### config.mk
export PLATFORM = sky130hd
export DESIGN_NAME = ps2_cmd_ctrl
export DESIGN_NICKNAME = d
export VERILOG_FILES = /design/src/rtl/ps2_cmd_pkg.sv /design/src/rtl/cmd_fifo.sv /design/src/rtl/ps2_cmd_ctrl.sv
export SDC_FILE = /design/constraint.sdc
export NUM_CORES = 1
export LEC_CHECK = 0
export ABC_AREA = 0
export BUFFER_PORTS_ARGS = -buffer_cell sky130_fd_sc_hd__buf_4
export CELL_PAD_IN_SITES_DETAIL_PLACEMENT = 0
export CELL_PAD_IN_SITES_GLOBAL_PLACEMENT = 1
export CORE_MARGIN = 3
export CORE_UTILIZATION = 25
export CTS_CLUSTER_DIAMETER = 120
export CTS_CLUSTER_SIZE = 14
export DETAILED_ROUTE_END_ITERATION = 6
export GPL_TIMING_DRIVEN = 0
export PLACE_DENSITY = 0.56
export SYNTH_ARGS = -nofsm -noshare
export SYNTH_HDL_FRONTEND = slang
export SYNTH_SLANG_ARGS = --single-unit
export TNS_END_PERCENT = 5
### constraint.sdc
create_clock -name clk -period 12.8 [get_ports clk]
set_input_delay 3.2 -clock clk [delete_from_list [all_inputs] [get_ports clk]]
set_output_delay 3.2 -clock clk [all_outputs]
set_load 0.01 [all_outputs]
### src/rtl/ps2_cmd_pkg.sv
`default_nettype none
// ============================================================================
//  Module      : ps2_cmd_pkg
//  Description : Shared constants, parser state encoding and key-mapping
//                helpers for the PS/2-to-Tetris command controller.
//  Revision    : 1.0 - initial release
// ============================================================================
package ps2_cmd_pkg;

  // Game command encoding (0 and 7 are never emitted)
  localparam logic [2:0] CMD_NONE   = 3'd0;
  localparam logic [2:0] CMD_LEFT   = 3'd1;
  localparam logic [2:0] CMD_RIGHT  = 3'd2;
  localparam logic [2:0] CMD_DOWN   = 3'd3;
  localparam logic [2:0] CMD_ROTATE = 3'd4;
  localparam logic [2:0] CMD_DROP   = 3'd5;
  localparam logic [2:0] CMD_PAUSE  = 3'd6;

  // Scancode prefixes and mapped key codes
  localparam logic [7:0] SC_EXT    = 8'hE0;
  localparam logic [7:0] SC_BRK    = 8'hF0;
  localparam logic [7:0] SC_LEFT   = 8'h6B;  // extended
  localparam logic [7:0] SC_RIGHT  = 8'h74;  // extended
  localparam logic [7:0] SC_DOWN   = 8'h72;  // extended
  localparam logic [7:0] SC_ROTATE = 8'h75;  // extended
  localparam logic [7:0] SC_DROP   = 8'h29;  // base (space)
  localparam logic [7:0] SC_PAUSE  = 8'h4D;  // base (P)

  // Prefix parser states
  typedef enum logic [1:0] {
    ST_IDLE    = 2'd0,
    ST_EXT     = 2'd1,
    ST_BRK     = 2'd2,
    ST_EXT_BRK = 2'd3
  } parse_state_t;

  // Translate a (prefix, code) pair into a game command; CMD_NONE if unmapped
  function automatic logic [2:0] map_key(input logic ext, input logic [7:0] code);
    logic [2:0] c;
    c = CMD_NONE;
    if (ext) begin
      case (code)
        SC_LEFT:   c = CMD_LEFT;
        SC_RIGHT:  c = CMD_RIGHT;
        SC_DOWN:   c = CMD_DOWN;
        SC_ROTATE: c = CMD_ROTATE;
        default:   c = CMD_NONE;
      endcase
    end else begin
      case (code)
        SC_DROP:   c = CMD_DROP;
        SC_PAUSE:  c = CMD_PAUSE;
        default:   c = CMD_NONE;
      endcase
    end
    return c;
  endfunction

  // One held-bit per mapped command; CMD_NONE maps to no bit
  function automatic logic [5:0] cmd_onehot(input logic [2:0] c);
    logic [5:0] oh;
    oh = '0;
    case (c)
      CMD_LEFT:   oh = 6'b000001;
      CMD_RIGHT:  oh = 6'b000010;
      CMD_DOWN:   oh = 6'b000100;
      CMD_ROTATE: oh = 6'b001000;
      CMD_DROP:   oh = 6'b010000;
      CMD_PAUSE:  oh = 6'b100000;
      default:    oh = '0;
    endcase
    return oh;
  endfunction

  // Only movement commands are auto-repeated
  function automatic logic is_movement(input logic [2:0] c);
    return (c == CMD_LEFT) || (c == CMD_RIGHT) || (c == CMD_DOWN);
  endfunction

endpackage
`default_nettype wire

### src/rtl/cmd_fifo.sv
`default_nettype none
// ============================================================================
//  Module      : cmd_fifo
//  Description : Small synchronous FIFO with a registered head output.
//                A push while full is accepted only if a pop happens in the
//                same cycle; a pop while empty has no effect.
//  Revision    : 1.0 - initial release
// ============================================================================
module cmd_fifo #(
  parameter int WIDTH = 3,
  parameter int DEPTH = 4
) (
  input  logic             clk,
  input  logic             rst_n,
  input  logic             push,
  input  logic [WIDTH-1:0] push_data,
  input  logic             pop,
  output logic             full,
  output logic             empty,
  output logic [WIDTH-1:0] head
);

  localparam int AW = $clog2(DEPTH);

  logic [WIDTH-1:0] r_mem [DEPTH];
  logic [AW-1:0]    r_wr;
  logic [AW-1:0]    r_rd;
  logic [AW:0]      r_count;
  logic [WIDTH-1:0] r_head;

  logic             w_push_ok;
  logic             w_pop_ok;
  logic [AW-1:0]    w_next_rd;
  logic [AW:0]      w_next_count;
  logic [WIDTH-1:0] w_next_head;

  assign empty = (r_count == '0);
  assign full  = (r_count == (AW+1)'(DEPTH));
  assign head  = r_head;

  // Accept/commit decisions and the value the head register takes next
  always_comb begin
    w_pop_ok  = pop & ~empty;
    w_push_ok = push & (~full | w_pop_ok);
    w_next_rd = w_pop_ok ? (r_rd + AW'(1)) : r_rd;
    case ({w_push_ok, w_pop_ok})
      2'b10:   w_next_count = r_count + (AW+1)'(1);
      2'b01:   w_next_count = r_count - (AW+1)'(1);
      default: w_next_count = r_count;
    endcase
    // The new head may be the entry being written this very cycle
    if (w_next_count == '0)
      w_next_head = '0;
    else if (w_push_ok && (w_next_rd == r_wr))
      w_next_head = push_data;
    else
      w_next_head = r_mem[w_next_rd];
  end

  // Pointers, occupancy and registered head
  always_ff @(posedge clk) begin
    if (!rst_n) begin
      r_wr    <= '0;
      r_rd    <= '0;
      r_count <= '0;
      r_head  <= '0;
    end else begin
      if (w_push_ok) r_wr <= r_wr + AW'(1);
      r_rd    <= w_next_rd;
      r_count <= w_next_count;
      r_head  <= w_next_head;
    end
  end

  // Storage write; contents are only observed through the occupancy-gated head
  always_ff @(posedge clk) begin
    if (w_push_ok) r_mem[r_wr] <= push_data;
  end

endmodule
`default_nettype wire

### src/rtl/ps2_cmd_ctrl.sv
`default_nettype none
// ============================================================================
//  Module      : ps2_cmd_ctrl
//  Description : PS/2 scancode stream to Tetris command queue. Parses
//                E0/F0 prefixes, filters typematic repeats, auto-repeats
//                held movement keys and queues commands for the game FSM.
//  Revision    : 1.0 - initial release
// ============================================================================
module ps2_cmd_ctrl
  import ps2_cmd_pkg::*;
#(
  parameter int REPEAT_DELAY = 5_000_000,
  parameter int REPEAT_RATE  = 2_500_000,
  parameter int FIFO_DEPTH   = 4
) (
  input  logic       clk,
  input  logic       rst_n,
  input  logic       ps2_key_pressed,
  input  logic [7:0] ps2_key_data,
  input  logic       cmd_ready,
  output logic       cmd_valid,
  output logic [2:0] cmd,
  output logic [7:0] drop_count
);

  localparam int TMAX = (REPEAT_DELAY > REPEAT_RATE) ? REPEAT_DELAY : REPEAT_RATE;
  localparam int TW   = $clog2(TMAX + 1);
  // Timer counts down to zero, so load one less than the interval
  localparam logic [TW-1:0] DELAY_LOAD = TW'(REPEAT_DELAY - 1);
  localparam logic [TW-1:0] RATE_LOAD  = TW'(REPEAT_RATE - 1);

  parse_state_t r_state;
  logic [5:0]   r_held;
  logic         r_rep_active;
  logic [2:0]   r_rep_cmd;
  logic [TW-1:0] r_timer;
  logic [7:0]   r_drop_count;

  logic       w_is_make;
  logic       w_is_break;
  logic       w_is_ext;
  logic [2:0] w_key_cmd;
  logic [5:0] w_key_oh;
  logic       w_parser_push;
  logic       w_clear_slot;
  logic       w_tick;
  logic       w_push;
  logic [2:0] w_push_data;
  logic       w_fifo_full;
  logic       w_fifo_empty;
  logic       w_overflow;

  // Classify the incoming byte as a make/break event given the prefix state
  always_comb begin
    w_is_make  = 1'b0;
    w_is_break = 1'b0;
    w_is_ext   = 1'b0;
    if (ps2_key_pressed) begin
      case (r_state)
        ST_IDLE:    w_is_make = (ps2_key_data != SC_EXT) && (ps2_key_data != SC_BRK);
        ST_EXT: begin
          w_is_make = (ps2_key_data != SC_BRK);
          w_is_ext  = 1'b1;
        end
        ST_BRK:     w_is_break = (ps2_key_data != SC_BRK);
        ST_EXT_BRK: begin
          w_is_break = 1'b1;
          w_is_ext   = 1'b1;
        end
        default: ;
      endcase
    end
  end

  assign w_key_cmd     = map_key(w_is_ext, ps2_key_data);
  assign w_key_oh      = cmd_onehot(w_key_cmd);
  assign w_parser_push = w_is_make && (w_key_cmd != CMD_NONE) && ((r_held & w_key_oh) == '0);

  // Repeat slot is released only by the break of the key it tracks
  assign w_clear_slot = w_is_break && r_rep_active && (w_key_cmd == r_rep_cmd);
  assign w_tick       = r_rep_active && (r_timer == '0) && !w_clear_slot;

  // Parser pushes take priority; a colliding repeat tick is simply lost
  assign w_push      = w_parser_push | w_tick;
  assign w_push_data = w_parser_push ? w_key_cmd : r_rep_cmd;
  assign w_overflow  = w_push & w_fifo_full & ~cmd_ready;

  // Prefix parser: advances only on a byte strobe
  always_ff @(posedge clk) begin
    if (!rst_n) begin
      r_state <= ST_IDLE;
    end else if (ps2_key_pressed) begin
      case (r_state)
        ST_IDLE: begin
          if (ps2_key_data == SC_EXT)      r_state <= ST_EXT;
          else if (ps2_key_data == SC_BRK) r_state <= ST_BRK;
        end
        ST_EXT:     r_state <= (ps2_key_data == SC_BRK) ? ST_EXT_BRK : ST_IDLE;
        ST_BRK:     if (ps2_key_data != SC_BRK) r_state <= ST_IDLE;
        ST_EXT_BRK: r_state <= ST_IDLE;
        default:    r_state <= ST_IDLE;
      endcase
    end
  end

  // Held bits: make sets, break clears (used to reject typematic duplicates)
  always_ff @(posedge clk) begin
    if (!rst_n)          r_held <= '0;
    else if (w_is_make)  r_held <= r_held | w_key_oh;
    else if (w_is_break) r_held <= r_held & ~w_key_oh;
  end

  // Auto-repeat tracker for the most recently accepted movement make
  always_ff @(posedge clk) begin
    if (!rst_n) begin
      r_rep_active <= 1'b0;
      r_rep_cmd    <= CMD_NONE;
      r_timer      <= '0;
    end else if (w_parser_push && is_movement(w_key_cmd)) begin
      r_rep_active <= 1'b1;
      r_rep_cmd    <= w_key_cmd;
      r_timer      <= DELAY_LOAD;
    end else if (w_clear_slot) begin
      r_rep_active <= 1'b0;
    end else if (r_rep_active) begin
      r_timer <= (r_timer == '0) ? RATE_LOAD : (r_timer - TW'(1));
    end
  end

  // Saturating count of commands lost to a full queue
  always_ff @(posedge clk) begin
    if (!rst_n)                               r_drop_count <= '0;
    else if (w_overflow && r_drop_count != 8'hFF) r_drop_count <= r_drop_count + 8'd1;
  end

  cmd_fifo #(
    .WIDTH (3),
    .DEPTH (FIFO_DEPTH)
  ) u_fifo (
    .clk       (clk),
    .rst_n     (rst_n),
    .push      (w_push),
    .push_data (w_push_data),
    .pop       (cmd_ready),
    .full      (w_fifo_full),
    .empty     (w_fifo_empty),
    .head      (cmd)
  );

  assign cmd_valid  = ~w_fifo_empty;
  assign drop_count = r_drop_count;

endmodule
`default_nettype wire

== Word-level counts from Yosys, hierarchy flattened ==
Memory sizes are Yosys's and may differ from the RTL's. A register that Yosys moved wholly into a read port is not among the register bits.
Cells that the tools add are included.

* Divide/modulo/power cells: 0
* Add/sub/neg operators: 6
* Muxes and demuxes: 28
* Order comparisons: 0
* Equality and inequality tests: 27
* Shifts and indexed selects: 0
* Reductions and logical operators: 27
* Bitwise gates (word level): 15
* Multipliers: 0

{| class="wikitable"
|+ Operator list
! kind !! count
|-
| $mux 23 || 4
|-
| $eq 8x7->1 const B || 5
|-
| $pmux 6 s6 || 1
|-
| $ne 8x8->1 const B || 3
|-
| $logic_not 23->1 || 1
|-
| $sub 23x1->23 const B || 1
|-
| $eq 8x8->1 const B || 2
|-
| $and 6x6->6 || 2
|-
| $eq 3x3->1 const B || 4
|-
| $mux 6 || 2
|-
| $pmux 3 s2 || 2
|-
| $pmux 3 s4 || 1
|-
| $mux 2 || 5
|-
| $logic_and 1x1->1 || 9
|-
| $add 8x1->8 const B || 1
|-
| $eq 8x6->1 const B || 1
|-
| $mux 1 || 8
|-
| $pmux 2 s4 || 1
|-
| $eq 2x2->1 const B || 3
|-
| $eq 3x2->1 const B || 2
|-
| $logic_not 3->1 || 2
|-
| $logic_not 6->1 || 1
|-
| $mux 3 || 2
|-
| $not 6->6 || 1
|-
| 22 further kinds || 39
|}

* Bits in registers: 50
* Memory bits (writable): 12
* Input port bits: 12
* Output and inout bits: 12
* Logic and storage cells: 114
* Bits in latches: 0
* Bits in read-only memories: 0
* Memories kept: 1

{| class="wikitable"
|+ Memories
! name !! words !! bits a word !! rd ports !! clocked after memory_dff !! wr ports !! RTL line !! source
|-
| u_fifo.r_mem || 4 || 3 || 1 || 1 || 1 || cmd_fifo.sv:25 || <nowiki>logic [WIDTH-1:0] r_mem [DEPTH];</nowiki>
|}

== Logic depth before layout (Yosys ltp) ==
* Word-level depth: 16
* Gate-level depth with buffers: 17
* Mapped depth without buffers: 13

== Modules after synthesis ==
Synthesis repeated with hierarchy kept, for this count alone.

* Cell total of the unflattened synthesis: 460
* Area, all modules: 4092.7 sq um

{| class="wikitable"
|+ By module, submodules not included
! module !! seq. area each (sq um) !! cells an instance !! times used !! area each (sq um)
|-
| ps2_cmd_ctrl || 860.8 || 330 || 1 || 2798.9
|-
| cmd_fifo || 560.5 || 130 || 1 || 1293.7
|}

== Worst setup path before layout ==
Ideal clock, no wire load.

* Path kind: input port to flip-flop
* Start point: in ps2_key_data[2]
* End point: reg u_fifo.r_head[1] (netlist: u_fifo.head[1]), read port of u_fifo.r_mem
* Buffers on the path: 3
* Data required time: 12.673 ns
* Setup time: 0.127 ns
* Slack: 6.318 ns
* Cell stages on the path: 16
* Data arrival time: 6.355 ns
* Cells stage by stage: buf_2 nand2b_1 or4b_1 buf_2 a21bo_1 a22o_4 nand3_4 a21boi_4 buf_6 and2_1 fa_1 nor2b_1 and3b_1 a31oi_1 mux2i_1 nor3_1

* Word-level cells in the longest chain between the ends: 14
* Elaborated cells between the ends (all ways): 40
* Classes of those cells: eq/ne (17); mux (9); bitwise (3); reduce/logical (11)

{| class="wikitable"
|+ Ends and longest elaborated chain
! item !! RTL line !! source
|-
| start, declared || ps2_cmd_ctrl.sv:19 || <nowiki>input logic [7:0] ps2_key_data,</nowiki>
|-
| $eq 8x7->1, or another cell as far along || ps2_cmd_pkg.sv:42 || <nowiki>case (code)</nowiki>
|-
| $pmux 3 s4 or $pmux 3 s2 (tied branches) || ps2_cmd_pkg.sv:42, ps2_cmd_pkg.sv:50 ||
|-
| $mux 3 || ps2_cmd_pkg.sv:41 || <nowiki>if (ext) begin</nowiki>
|-
| $eq 3x3->1, or another cell as far along || ps2_cmd_pkg.sv:63 || <nowiki>case (c)</nowiki>
|-
| $pmux 6 s6 || ps2_cmd_pkg.sv:63 ||
|-
| $and 6x6->6 || ps2_cmd_ctrl.sv:77 || <nowiki>assign w_parser_push = w_is_make && (w_key_cmd != CMD_NONE) && ((r_held & w_key_oh) == '0);</nowiki>
|-
| $logic_not 6->1 || ps2_cmd_ctrl.sv:77 ||
|-
| $logic_and 1x1->1 || ps2_cmd_ctrl.sv:77 ||
|-
| $or 1x1->1 * || ps2_cmd_ctrl.sv:84 || <nowiki>assign w_push = w_parser_push | w_tick;</nowiki>
|-
| $and 1x1->1 * || cmd_fifo.sv:44 || <nowiki>w_push_ok = push & (~full | w_pop_ok);</nowiki>
|-
| $eq 2x1->1 or $eq 2x2->1 (tied branches) || cmd_fifo.sv:46 || <nowiki>case ({w_push_ok, w_pop_ok})</nowiki>
|-
| $pmux 3 s2 * || cmd_fifo.sv:46 ||
|-
| $logic_not 3->1 * || cmd_fifo.sv:52 || <nowiki>if (w_next_count == '0)</nowiki>
|-
| $reduce_or 2->1 (no line) * || - ||
|-
| end, declared || cmd_fifo.sv:29 || <nowiki>logic [WIDTH-1:0] r_head;</nowiki>
|}

Every way passes the cells marked *; elsewhere a longest branch is shown, timed or not.
A chain may end at the register's enable or synchronous reset.

== Final worst setup path ==
* Start point: in ps2_key_data[0]
* End point: reg u_fifo.r_head[2] (netlist: u_fifo.head[2]), read port of u_fifo.r_mem

The elaborated chain is that of the path after synthesis.

==> run summary <==
The tools report the maximum count of clock buffers along a single path as 2. The detail route stage leaves a number of antenna-violating nets equal to 0. The synthesized netlist devotes 2.42% of its cell area to adder and majority cells. The top cell family by delay on the critical path is compound AO/OA/AOI/OAI gates.

Between clock sinks in the finished design, the worst skew comes to 0.00717 ns. Summing over every cut layer, the via total after detailed routing is 3,386. The logs give 1420 um^2 for the register area and 17,200 um^2 for the area of the die.

At the worst endpoint, the required time is 12.99 ns. The die extent in x works out to 131 um. For this block, the initial DRC count from the detailed router was 223. The count of buffers added on input and output ports is 21.

Count of buffer and inverter cells on the critical path: 2. After detailed routing, the average wire length per cell comes to 15.1 um. After floorplanning, the core was sized to cover 15,300 um^2. The remaining max-slew budget at the tightest pin is 13.5%, and the sequential cell area fraction in the yosys report is 36.2%. The post-DP HPWL is 7430 um. The run gives 12.1% as the overall routing resource usage.

Setup violations remaining at the end of the flow were counted as 0. Of all flip-flops after synthesis, the portion carrying an async set or reset was 0%. Clock-pin slew was measured on the worst setup and hold paths at 0.06 ns.

Entering global routing, the biggest net connects 12 pins. The highest metal layer carrying signal wires in the routed design is met4. The layout has 1,595 filler cells.

The logs give 0 for the setup fix buffers added after clock tree synthesis and 0 for the max-slew violation count. Setup repair after global routing left no endpoint under its margin. The run finished with clean final reports. The count of unique library cells instantiated by Yosys is 73, and the signal arrival time at the worst endpoint is 7.37 ns. IR analysis of the VDD net gives a maximum drop of 0.0000569 V. The tightest min-delay check is of the flop to flop type. Number of global-route vias before repair: 3,287. The number of nets in the layout was 487.

By area the synthesized netlist is led by sky130_fd_sc_hd__dfxtp_1 (27%), sky130_fd_sc_hd__edfxtp_1 (9.2%), sky130_fd_sc_hd__a21oi_1 (4.0%), sky130_fd_sc_hd__mux2i_1 (3.8%), sky130_fd_sc_hd__xnor2_1 (3.3%). Clock insertion delay at the later pin of the skew report: 0.34 ns. Ranked by instance count, the synthesized netlist is headed by sky130_fd_sc_hd__dfxtp_1 (53), sky130_fd_sc_hd__nor2_1 (33), sky130_fd_sc_hd__a21oi_1 (31).

The die is 131 um tall. Synthesis handed over a netlist of 436 instances. The library cell used as clock root buffer was sky130_fd_sc_hd__clkbuf_16. The post-synthesis simple-gate area fraction is 29.4%. For the maximum level of the CTS H-tree, the log shows 3. For this configuration, the core starts out at a cell density of 25.7%.

The detailed-routed wire length on met3 came out at 461 um. The run gives 0 as the initial antenna violation count. The most used flip-flop cell after synthesis is sky130_fd_sc_hd__dfxtp_1. Dividing the synthesized area by the synthesized cell count gives 9.01 um^2. In the synthesized netlist, mux cells make up 5.83% of the area.

The share of post-route cells with drive strength above 1 came out at 16.7%. Summing all multi-input logic gate instances after layout gives 2350 um^2. The number of gates given a new drive strength after cts was 0; the total power was 0.560 mW. Of the total synthesized cell area, the portion taken by XOR and XNOR cells is 4.43%. For the count of synthesis-stage warnings from yosys, the log shows 0. The worst setup path is captured at a flop.

The floorplan has 45 rows. Cell with the largest stage delay on the worst path: sky130_fd_sc_hd__o41ai_1. Summed over all instances, the cell type with the most area after synthesis is sky130_fd_sc_hd__dfxtp_1. After layout, the worst path uses 56.1% of the clock period.

The synthesized design contains 65 register bits. The tools report the final core area utilization as 30.8%. The number of nets in the synthesized netlist is 455. Routability-driven placement finished with a final weighted congestion of 0.730. After detailed routing, the wire length on met1 is 4970 um. The areal power density over the cells was 119 nW/um^2. The signal on the critical path passes through buf_4 -> or2_2 -> o41ai_1 -> a21oi_1 -> o211a_2 -> nand3_4 -> a21boi_4 -> buf_6 -> and2_1 -> fa_1 -> nor2b_1 -> and3b_1 -> a31oi_1 -> mux2i_1 -> nor3_1. The pre-antenna-repair detailed-routing pass consisted of 5 iterations. After clock tree synthesis, the flow added hold-fix buffers numbering 0.

The stage delay of the slowest cell on the critical path was 1.08 ns. After detailed routing, the met2 layer carries 4680 um of wire. After synthesis the cells add up to 3930 um^2. Pin placement for this block handled 24 I/O pins.

The DRC violation count after routing came out at 0. The tools report the type of origin of the critical path as a primary input. Max-cap violations in this run came to 0.

Per-cell via count in the routed design: 4.95. Counting I/O delays and the setup requirement, the final critical path takes 7.18 ns. The maximum fanout count along the critical path came out at 10.

The synthesized design devotes to its leading area cell type 27.0% of total area. For this design the static power due to leakage is 1.71 nW. The kind of critical path was primary input to flop. The clock drives 65 sinks. The signed area change from the synthesized netlist to the final layout was 19.5%. The number of diodes added for antenna fixing was 0. The number of clock buffers added by TritonCTS is 9.

The worst hold slack after final layout is 0.475 ns, and the top achievable clock speed is 0.139 GHz. TritonCTS built the clock tree. The total overflow left after global routing is 0. The synthesized design contains 12 enable-type register cells. The first global-routing pass estimated 17,100 um of wire. For the final routed database, the setup TNS stands at 0 ns. The cell with the most instances after synthesis was sky130_fd_sc_hd__dfxtp_1. The slew at the pin closest to its max-slew limit came out at 1.28 ns.

The synthesized netlist devotes 17.7% of its cell area to compound gates. By area, the combinational part of the netlist is dominated by simple AND/OR/NAND/NOR gates. The tools report the total detailed-routing wirelength as 10,300 um. The tools report the number of failing hold endpoints at the final stage as 0.
-- worst register-to-register path: stages (launching register included) --
cell and delay, ns:
sky130_fd_sc_hd__dfxtp_1 0.30, sky130_fd_sc_hd__buf_6 0.13, sky130_fd_sc_hd__nor2b_1 0.12, sky130_fd_sc_hd__o41ai_1 1.01, sky130_fd_sc_hd__a21oi_1 0.08, sky130_fd_sc_hd__o211a_2 0.24, sky130_fd_sc_hd__nand3_4 0.13, sky130_fd_sc_hd__a21boi_4 0.34
sky130_fd_sc_hd__buf_6 0.20, sky130_fd_sc_hd__and2_1 0.15, sky130_fd_sc_hd__fa_1 0.42, sky130_fd_sc_hd__nor2b_1 0.21, sky130_fd_sc_hd__and3b_1 0.19, sky130_fd_sc_hd__a31oi_1 0.04, sky130_fd_sc_hd__mux2i_1 0.53, sky130_fd_sc_hd__nor3_1 0.12
-- worst paths after layout --
| check | slack [ns] | cells after the start | end | startpoint |
|---|---|---|---|---|
| worst max register to register | 8.44 | 15 | u_fifo.head[2]$_SDFF_PP0_ | r_state[0]$_SDFFE_PN0P_ |
| worst min-delay path | 0.48 | 2 | flop | flop |
| worst min register to register | 0.48 | 2 | flop | flop |
| worst max-delay path | 5.62 | 15 | u_fifo.head[2]$_SDFF_PP0_ | ps2_key_data[0] |
-- metal layers --
| layer | global-route usage (%) | vias to the layer above |
|---|---|---|
| met5 | 0 | - |
| met4 | 4.73 | 0 |
| met3 | 3.29 | 13 |
| met2 | 19.1 | 75 |
| met1 | 15.9 | 1621 |
| li1 | - | 1677 |
-- cells in the final DEF, fill, tap and decap left out, types with 4 or more instances in the layout --
master	instances
sky130_fd_sc_hd__or2_2	6
sky130_fd_sc_hd__nor4_1	8
sky130_fd_sc_hd__nand2b_1	9
sky130_fd_sc_hd__ha_1	6
sky130_fd_sc_hd__nor2b_1	7
sky130_fd_sc_hd__nor2_1	33
sky130_fd_sc_hd__and2_1	7
sky130_fd_sc_hd__mux2i_1	15
sky130_fd_sc_hd__nand3_1	14
sky130_fd_sc_hd__buf_4	22
sky130_fd_sc_hd__buf_2	7
sky130_fd_sc_hd__or3_1	14
sky130_fd_sc_hd__nor3_1	18
sky130_fd_sc_hd__o21ai_0	18
sky130_fd_sc_hd__nand2_1	29
sky130_fd_sc_hd__o31ai_1	4
sky130_fd_sc_hd__a31oi_1	7
sky130_fd_sc_hd__inv_1	13
sky130_fd_sc_hd__nand4_1	6
sky130_fd_sc_hd__clkbuf_1	11
sky130_fd_sc_hd__nand3b_1	4
sky130_fd_sc_hd__xnor2_1	15
sky130_fd_sc_hd__a21oi_1	31
sky130_fd_sc_hd__edfxtp_1	12
sky130_fd_sc_hd__and3b_1	6
sky130_fd_sc_hd__a211o_1	4
sky130_fd_sc_hd__clkbuf_16	9
sky130_fd_sc_hd__dfxtp_1	53
-- sequential cells by signal, indices dropped and copies added (netlist names), named ones only --
register and count:
r_rep_cmd 3, u_fifo.r_rd 2, u_fifo.head 3, u_fifo.r_mem 12, r_timer 23, r_rep_active 1, u_fifo.r_count 3, drop_count 8
r_state 2, u_fifo.r_wr 2
-- final cells by class --
class | count | share of cell area [%]
Sequential cell | 65 | 30.3
Inverter | 14 | 1.12
Clock inverter | 6 | 2.24
Multi-Input combinational cell | 336 | 50.0
Tap cell | 211 | 5.63
Buffer | 21 | 2.27
Clock buffer | 10 | 5.09
Timing Repair Buffer | 21 | 3.36
-- logic make-up after synthesis --
| group | count (synthesis) |
|---|---|
| buf+inv | 35 |
| mux | 19 |
| flops | 65 |
| fa+ha+maj | 7 |
| compound gates | 97 |
| simple gates | 194 |
| xor+xnor | 19 |
-- through the flow --
step	worst slack (ns)	std cells	instance area, um^2
2_1_floorplan	6.32	436	3930
3_3_place_gp	5.34	668	4350
3_5_place_dp	5.29	668	4350
4_1_cts	5.64	684	4690
5_1_grt	5.38	684	4690
6_report	5.62	684	4690
-- power by group --
part / total, mW / switching, mW / internal [mW]
Sequential: 0.215 / 0.00330 / 0.211
Combinational: 0.0597 / 0.0354 / 0.0243
Clock: 0.286 / 0.0920 / 0.194
Power figures use the tool's default switching activity.
